## config.mk

```make
export PLATFORM = sky130hd
export DESIGN_NAME = axi_burst_write_engine
export DESIGN_NICKNAME = d
export VERILOG_FILES = /design/src/rtl/axi_burst_write_engine_pkg.sv /design/src/rtl/axi_burst_write_engine_beat_fifo.sv /design/src/rtl/axi_burst_write_engine.sv
export SDC_FILE = /design/constraint.sdc
export NUM_CORES = 1
export LEC_CHECK = 0
export BUFFER_PORTS_ARGS = -buffer_cell sky130_fd_sc_hd__buf_2
export CELL_PAD_IN_SITES_DETAIL_PLACEMENT = 1
export CELL_PAD_IN_SITES_GLOBAL_PLACEMENT = 1
export CORE_ASPECT_RATIO = 0.8
export CORE_MARGIN = 5
export CORE_UTILIZATION = 40
export CTS_BUF_LIST = sky130_fd_sc_hd__clkbuf_16
export DETAILED_ROUTE_END_ITERATION = 7
export GPL_TIMING_DRIVEN = 0
export HOLD_SLACK_MARGIN = 0.15
export PLACE_DENSITY_LB_ADDON = 0.05
export SLEW_MARGIN = 25
export SYNTH_ARGS = -nofsm -noshare
export SYNTH_HDL_FRONTEND = slang
export SYNTH_SLANG_ARGS = --single-unit
```

## constraint.sdc

```tcl
create_clock -name clk -period 5.8 [get_ports clk]
set_clock_uncertainty 0.1 [all_clocks]
set_input_delay 0.87 -clock clk [delete_from_list [all_inputs] [get_ports clk]]
set_output_delay 0.87 -clock clk [all_outputs]
set_load 0.02 [all_outputs]
```

## src/rtl/axi_burst_write_engine_pkg.sv

```systemverilog
// rtl/axi_burst_write_engine_pkg.sv - shared constants, FSM encoding and helpers
// Purpose: AXI encodings, burst-engine state type and clogb2 used by the engine and its FIFO.
package axi_burst_write_engine_pkg;

  localparam logic [1:0] AXI_BURST_INCR = 2'b01;
  localparam logic [1:0] AXI_RESP_OKAY  = 2'b00;

  typedef enum logic [1:0] {
    ST_IDLE = 2'd0,
    ST_RUN  = 2'd1,
    ST_RESP = 2'd2,
    ST_DONE = 2'd3
  } state_t;

  // Ceiling log2; clogb2(16) = 4, clogb2(4) = 2.
  function automatic int clogb2(input int value);
    int result;
    int v;
    result = 0;
    v = value - 1;
    while (v > 0) begin
      result++;
      v = v >> 1;
    end
    return result;
  endfunction

endpackage

```

## src/rtl/axi_burst_write_engine_beat_fifo.sv

```systemverilog
// rtl/axi_burst_write_engine_beat_fifo.sv - synchronous beat FIFO for the burst write engine
// Purpose: buffers incoming data beats until the W channel accepts them.
// Ports:
//   clk, rst   clock, synchronous active-high reset (empties the FIFO)
//   i_push     write i_data (ignored when full)
//   i_data     beat payload
//   i_pop      drop the head entry (ignored when empty)
//   o_data     head entry, read straight from the storage registers
//   o_full     DEPTH entries held
//   o_empty    no entries held
//   o_count    number of entries held, 0..DEPTH
module axi_burst_write_engine_beat_fifo
  import axi_burst_write_engine_pkg::*;
#(
  parameter int DEPTH = 16,
  parameter int WIDTH = 32
) (
  input  logic                      clk,
  input  logic                      rst,
  input  logic                      i_push,
  input  logic [WIDTH-1:0]          i_data,
  input  logic                      i_pop,
  output logic [WIDTH-1:0]          o_data,
  output logic                      o_full,
  output logic                      o_empty,
  output logic [clogb2(DEPTH):0]    o_count
);

  localparam int PW   = clogb2(DEPTH);
  localparam int CNTW = PW + 1;

  logic [WIDTH-1:0] r_mem [DEPTH];
  logic [PW-1:0]    r_wr_ptr;
  logic [PW-1:0]    r_rd_ptr;
  logic [CNTW-1:0]  r_count;
  logic             w_do_push;
  logic             w_do_pop;

  assign o_full    = (r_count == CNTW'(DEPTH));
  assign o_empty   = (r_count == '0);
  assign o_count   = r_count;
  assign o_data    = r_mem[r_rd_ptr];
  assign w_do_push = i_push & ~o_full;
  assign w_do_pop  = i_pop & ~o_empty;

  // DEPTH is a power of two, so the pointers wrap on their own.
  always_ff @(posedge clk) begin
    if (rst) begin
      r_wr_ptr <= '0;
      r_rd_ptr <= '0;
      r_count  <= '0;
    end else begin
      if (w_do_push) r_wr_ptr <= r_wr_ptr + PW'(1);
      if (w_do_pop)  r_rd_ptr <= r_rd_ptr + PW'(1);
      case ({w_do_push, w_do_pop})
        2'b10:   r_count <= r_count + CNTW'(1);
        2'b01:   r_count <= r_count - CNTW'(1);
        default: r_count <= r_count;
      endcase
    end
  end

  always_ff @(posedge clk) begin
    if (w_do_push) r_mem[r_wr_ptr] <= i_data;
  end

endmodule

```

## src/rtl/axi_burst_write_engine.sv

```systemverilog
// rtl/axi_burst_write_engine.sv - single AXI4 INCR write burst per trigger
// Purpose: on a rising edge of init_axi_txn, writes one C_M_AXI_BURST_LEN-beat burst to
//   base_addr+bias_addr using beats streamed in on data_en/data, then pulses
//   init_axi_txn_done once the B response has been taken.
// Ports:
//   clk, rst                 clock, synchronous active-high reset (aborts any burst)
//   init_axi_txn             trigger level; its rising edge starts a burst from IDLE
//   base_addr, bias_addr     burst address components, summed modulo 2^ADDR_WIDTH
//   data_en, data            beat stream from the scheduler
//   init_axi_txn_done        one-cycle completion pulse
//   txn_error, overflow      sticky status, cleared by the next accepted trigger
//   busy                     engine not idle
//   m_axi_aw*, m_axi_w*, m_axi_b*   AXI4 write-channel master signals
module axi_burst_write_engine
  import axi_burst_write_engine_pkg::*;
#(
  parameter int C_M_AXI_BURST_LEN  = 16,
  parameter int C_M_AXI_DATA_WIDTH = 32,
  parameter int ADDR_WIDTH         = 32
) (
  input  logic                              clk,
  input  logic                              rst,
  input  logic                              init_axi_txn,
  input  logic [ADDR_WIDTH-1:0]             base_addr,
  input  logic [ADDR_WIDTH-1:0]             bias_addr,
  input  logic                              data_en,
  input  logic [C_M_AXI_DATA_WIDTH-1:0]     data,
  output logic                              init_axi_txn_done,
  output logic                              txn_error,
  output logic                              overflow,
  output logic                              busy,
  output logic [ADDR_WIDTH-1:0]             m_axi_awaddr,
  output logic [7:0]                        m_axi_awlen,
  output logic [2:0]                        m_axi_awsize,
  output logic [1:0]                        m_axi_awburst,
  output logic                              m_axi_awvalid,
  input  logic                              m_axi_awready,
  output logic [C_M_AXI_DATA_WIDTH-1:0]     m_axi_wdata,
  output logic [C_M_AXI_DATA_WIDTH/8-1:0]   m_axi_wstrb,
  output logic                              m_axi_wlast,
  output logic                              m_axi_wvalid,
  input  logic                              m_axi_wready,
  input  logic [1:0]                        m_axi_bresp,
  input  logic                              m_axi_bvalid,
  output logic                              m_axi_bready
);

  localparam int            CW     = clogb2(C_M_AXI_BURST_LEN) + 1;
  localparam logic [CW-1:0] LEN    = CW'(C_M_AXI_BURST_LEN);
  localparam logic [CW-1:0] LEN_M1 = CW'(C_M_AXI_BURST_LEN - 1);

  state_t                          r_state;
  state_t                          w_state_next;
  logic                            r_init_q;
  logic                            r_awvalid;
  logic                            r_aw_done;
  logic [ADDR_WIDTH-1:0]           r_awaddr;
  logic [CW-1:0]                   r_captured;
  logic [CW-1:0]                   r_sent;
  logic                            r_txn_error;
  logic                            r_overflow;

  logic                            w_trig;
  logic                            w_start;
  logic                            w_aw_hs;
  logic                            w_wvalid;
  logic                            w_wlast;
  logic                            w_w_hs;
  logic                            w_beat_in;
  logic                            w_push;
  logic                            w_drop;
  logic                            w_aw_fin;
  logic                            w_w_fin;
  logic                            w_b_hs;
  logic [C_M_AXI_DATA_WIDTH-1:0]   w_fifo_data;
  logic                            w_fifo_full;
  logic                            w_fifo_empty;
  logic [CW-1:0]                   w_fifo_count;
  logic                            w_unused_level;

  assign w_trig    = init_axi_txn & ~r_init_q;
  assign w_start   = (r_state == ST_IDLE) & w_trig;
  assign w_aw_hs   = r_awvalid & m_axi_awready;
  assign w_wvalid  = (r_state == ST_RUN) & ~w_fifo_empty & (r_sent < LEN);
  assign w_wlast   = w_wvalid & (r_sent == LEN_M1);
  assign w_w_hs    = w_wvalid & m_axi_wready;
  // Beats outside RUN are silently ignored; inside RUN anything past the burst is dropped.
  assign w_beat_in = (r_state == ST_RUN) & data_en;
  assign w_push    = w_beat_in & (r_captured < LEN) & ~w_fifo_full;
  assign w_drop    = w_beat_in & ~w_push;
  // Either half may finish first; a same-cycle finish still moves on that cycle.
  assign w_aw_fin  = r_aw_done | w_aw_hs;
  assign w_w_fin   = (r_sent == LEN) | (w_w_hs & w_wlast);
  assign w_b_hs    = (r_state == ST_RESP) & m_axi_bvalid;

  // The FIFO level is only observed for debug; the engine uses full/empty.
  assign w_unused_level = ^w_fifo_count;

  axi_burst_write_engine_beat_fifo #(
    .DEPTH (C_M_AXI_BURST_LEN),
    .WIDTH (C_M_AXI_DATA_WIDTH)
  ) u_beat_fifo (
    .clk     (clk),
    .rst     (rst),
    .i_push  (w_push),
    .i_data  (data),
    .i_pop   (w_w_hs),
    .o_data  (w_fifo_data),
    .o_full  (w_fifo_full),
    .o_empty (w_fifo_empty),
    .o_count (w_fifo_count)
  );

  always_ff @(posedge clk) begin
    if (rst) r_state <= ST_IDLE;
    else     r_state <= w_state_next;
  end

  always_comb begin
    w_state_next = r_state;
    case (r_state)
      ST_IDLE: if (w_trig) w_state_next = ST_RUN;
      ST_RUN:  if (w_aw_fin && w_w_fin) w_state_next = ST_RESP;
      ST_RESP: if (m_axi_bvalid) w_state_next = ST_DONE;
      ST_DONE: w_state_next = ST_IDLE;
      default: w_state_next = ST_IDLE;
    endcase
  end

  always_ff @(posedge clk) begin
    if (rst) begin
      r_init_q    <= 1'b0;
      r_awvalid   <= 1'b0;
      r_aw_done   <= 1'b0;
      r_awaddr    <= '0;
      r_captured  <= '0;
      r_sent      <= '0;
      r_txn_error <= 1'b0;
      r_overflow  <= 1'b0;
    end else begin
      r_init_q <= init_axi_txn;
      if (w_start) begin
        r_awaddr    <= base_addr + bias_addr;
        r_awvalid   <= 1'b1;
        r_aw_done   <= 1'b0;
        r_captured  <= '0;
        r_sent      <= '0;
        r_txn_error <= 1'b0;
        r_overflow  <= 1'b0;
      end else begin
        if (w_aw_hs) begin
          r_awvalid <= 1'b0;
          r_aw_done <= 1'b1;
        end
        if (w_push) r_captured <= r_captured + CW'(1);
        if (w_w_hs) r_sent     <= r_sent + CW'(1);
        if (w_drop) r_overflow <= 1'b1;
        if (w_b_hs) r_txn_error <= (m_axi_bresp != AXI_RESP_OKAY);
      end
    end
  end

  assign init_axi_txn_done = (r_state == ST_DONE);
  assign txn_error         = r_txn_error;
  assign overflow          = r_overflow;
  assign busy              = (r_state != ST_IDLE);
  assign m_axi_awaddr      = r_awaddr;
  assign m_axi_awlen       = 8'(C_M_AXI_BURST_LEN - 1);
  assign m_axi_awsize      = 3'(clogb2(C_M_AXI_DATA_WIDTH / 8));
  assign m_axi_awburst     = AXI_BURST_INCR;
  assign m_axi_awvalid     = r_awvalid;
  // Gate the head so wdata reads zero whenever no beat is being offered.
  assign m_axi_wdata       = w_wvalid ? w_fifo_data : '0;
  assign m_axi_wstrb       = '1;
  assign m_axi_wlast       = w_wlast;
  assign m_axi_wvalid      = w_wvalid;
  assign m_axi_bready      = (r_state == ST_RESP);

endmodule

```

==> flow_summary.ini <==
[worst_setup_path]
worst_ep_arrival_time_ns = 3.80
cp_top_family = buffers and inverters
required_ns = 4.83
worstPathMaxFanout = 10
cp_num_buf_inv = 3
rr_startpoint = r_state[1]
endpoint = m_axi_wdata[17]
crit_top_cell = mux4_2
reg2regPathDepth = 9
worstPathCellList = clkbuf_1, buf_1, mux4_2, mux4_2, and2_1, buf_2
crit_path_end_kind = output pin
cpPeakStageDelay_ns = 0.81
slowest_stage = buf_1
rrSetupSlack_ns = 2.12
worstSetupPathDepth = 6
start_kind = register
r2r-end = u_beat_fifo.r_mem[1][18]
path_class = register to output pin

[placed_design]
preCtsSetupSlack_ns = 1.588
dpl.hpwl_um = 45030
dp.cells = 2373
port_buffers = 176
finalWeightedCongestion = 0.8027
dpl_cell_area_sq_um = 26990

[global_routing]
track_usage = 0.1949
grt_pass1_wl_um = 95510
grt_remaining_overflow = 0
grt_pass1_vias = 14360
antenna_found_initial = 3
grt_max_degree = 17

[synthesis]
synthArstFlopShare = 0
syn_area_per_cell_sq_um = 17.80
yosysTopAreaCell = edfxtp_1
synth_area_leaders = edfxtp_1, mux4_2, dfxtp_1, ha_1, a21oi_1
ys_types = 75
yosysMostFrequentCell = edfxtp_1
ys.flop_type = edfxtp_1
synthCells = 1355
synth_top_area_frac = 0.6374
ys_warn_count = 0
seq_area_frac_synth = 0.6922
synth_area_sq_um = 24120
synthTopCellsByCount = edfxtp_1, mux4_2, nor2_1
ys_seq_elements = 578
synth_edf_count = 512

[floorplan]
die_height_um = 229.6
rows = 80
die_x_um = 284.5
core_region_area_sq_um = 59660
die_area_sq_um = 65340
io-pin-count = 194
start_util = 0.4043

[power_and_ir_drop]
internal-power_mw = 7.108
p_sw_mw = 2.339
switching_share = 0.2476
p_leak_nw = 9.757
p_per_area_nw_per_um2 = 327.9
p_clk_frac = 0.382
combPwrFrac = 0.121
ir_drop_mv = 0.2121
seqPwrFrac = 0.497

[cts]
clock_sinks = 578
htree_levels = 2
cts_tree = yes
cts_hold_buf = 0
numCtsBuffers = 58
cts.reportedPaths.clkPinSlew_ns = 0.06
postCtsSetupRepairBufs = 0
root_buffer = clkbuf_16
cts_resized = 0
clockBufferDepth = 3
clk_latency_ns = 0.61

[timing]
fmax_ghz = 0.2096
tightest_slew_ns = 1.003
maxSlewViolCount = 0
rsz0062_at_grt = no
hold_slack_ns = 0.3519
max_slew_margin = 0.3315
finalCritPeriodShare = 0.8225
setup_ws_ns = 1.030
fin_crit_ns = 4.770
hold_viol_final = 0
setup_viol = 0
setup-tns-final_ns = 0

[route]
routed_wl_um = 64230
postRouteAntennaNets = 0
vias = 13570
avgRoutedWirePerCell_um = 25.89
drcViolationCount = 0
first_pass_iters = 5
vias_per_cell = 5.468
drtIter0Drc = 998

[cells_and_area]
multi_input_area_sq_um = 7082
fill_cells = 5672
syn_to_final_growth_pct = 19.44
drive_above_1_share = 0.3139
final_area_sq_um = 28810
finalNonFillerCells = 2481
layout.nets = 1807
regArea_sq_um = 16700

[hold_path]
hold_path.class = register to register
whs_path_depth = 2

[run_status]
status = finished clean

[run]
max-cap-violations = 0
==> cell families (layout without fill, tap and decap cells) <==
family / Yosys count / after routing / share of synthesized area
adder cells (fa/ha/maj): 48 / 48 / 0.02521
flip-flops: 578 / 578 / 0.6922
other: 2 / 18 / 0.0003114
buffers and inverters: 106 / 437 / 0.02122
AND/OR/NAND/NOR: 261 / 261 / 0.05416
multiplexers: 164 / 164 / 0.1511
XOR/XNOR: 36 / 36 / 0.01307
AO/OA/AOI/OAI: 160 / 160 / 0.04275
==> registers in the layout, summed over array words and instances (netlist names), 2 cells and up, named ones only <==
register              count
u_beat_fifo.r_mem       512
u_beat_fifo.r_wr_ptr      4
m_axi_awaddr             32
u_beat_fifo.o_count       5
r_sent                    5
r_captured                5
r_state                   2
u_beat_fifo.r_rd_ptr      4
==> power by group through the flow <==
| stage | combinational (mW) | sequential (mW) | clock, mW |
|---|---|---|---|
| 5_1_grt | 1.25 | 4.71 | 3.90 |
| 6_report | 1.14 | 4.70 | 3.60 |
| 2_1_floorplan | 0.650 | 4.84 | 0 |
| 4_1_cts | 1.16 | 4.70 | 3.71 |
| 3_5_place_dp | 1.15 | 4.79 | 0 |
| 3_3_place_gp | 1.10 | 4.80 | 0 |
==> worst min path at each step <==
stage	startpoint	end	slack, ns
floorplan	r_aw_done	r_aw_done	0.32
global placement	m_axi_awaddr[23]	m_axi_awaddr[23]	0.34
detailed placement	m_axi_awaddr[15]	m_axi_awaddr[15]	0.35
CTS	m_axi_bvalid	txn_error	0.34
global route	m_axi_bvalid	txn_error	0.37
finish	m_axi_awaddr[3]	m_axi_awaddr[3]	0.35
==> cell usage in the layout, fill, tap and decap left out, drive strengths merged, types with 5 or more instances in the layout <==
cell,count
a211oi,5
conb,17
nor3,15
a21oi,60
inv,39
o31ai,7
dfxtp,66
nor2,70
clkinv,24
ha,47
nand2,69
nand4,17
mux4,160
edfxtp,512
a21o,6
and2,35
clkbuf,100
o21ai,38
buf,268
xnor2,17
bufinv,5
o21a,9
o21bai,5
xor2,19
nand3,18
nand2b,9
or3,7
==> final cells by class <==
type / count / area share
plain buffers: 86 / 0.01529
diodes: 1 / 0.00008687
inverters: 20 / 0.002606
clock buffers: 58 / 0.05038
repair buffers: 224 / 0.05976
clock inverters: 49 / 0.01264
multi-input cells: 686 / 0.2458
flip-flops and latches: 578 / 0.5796
well taps: 779 / 0.03383
==> stage by stage <==
| stage | util | power [mW] |
|---|---|---|
| after floorplan | - | 5.488 |
| after global placement | 0.4363 | 5.897 |
| after detailed placement | 0.4524 | 5.942 |
| after CTS | 0.4828 | 9.574 |
| after global routing | 0.4828 | 9.859 |
| final | 0.4829 | 9.447 |
==> routing by layer <==
metal | vias to the layer above | GRT usage | routed length [um]
met3 | 72 | 0.02773 | 2943
met5 | - | 0 | 20
met4 | 2 | 0.03624 | 952
met1 | 7208 | 0.2897 | 29830
li1 | 6007 | - | -
met2 | 276 | 0.3122 | 30490
==> worst reg2reg max path, cell delays in order (launching register included) <==
cell,delay [ns]
dfxtp_1,0.35
inv_1,0.09
ha_1,0.21
nand2_1,0.10
a211oi_2,0.51
clkbuf_1,0.47
nand2_1,0.35
nor3_2,0.71
buf_4,0.30
buf_4,0.20
Note: power is estimated with default switching activity, not from simulation.
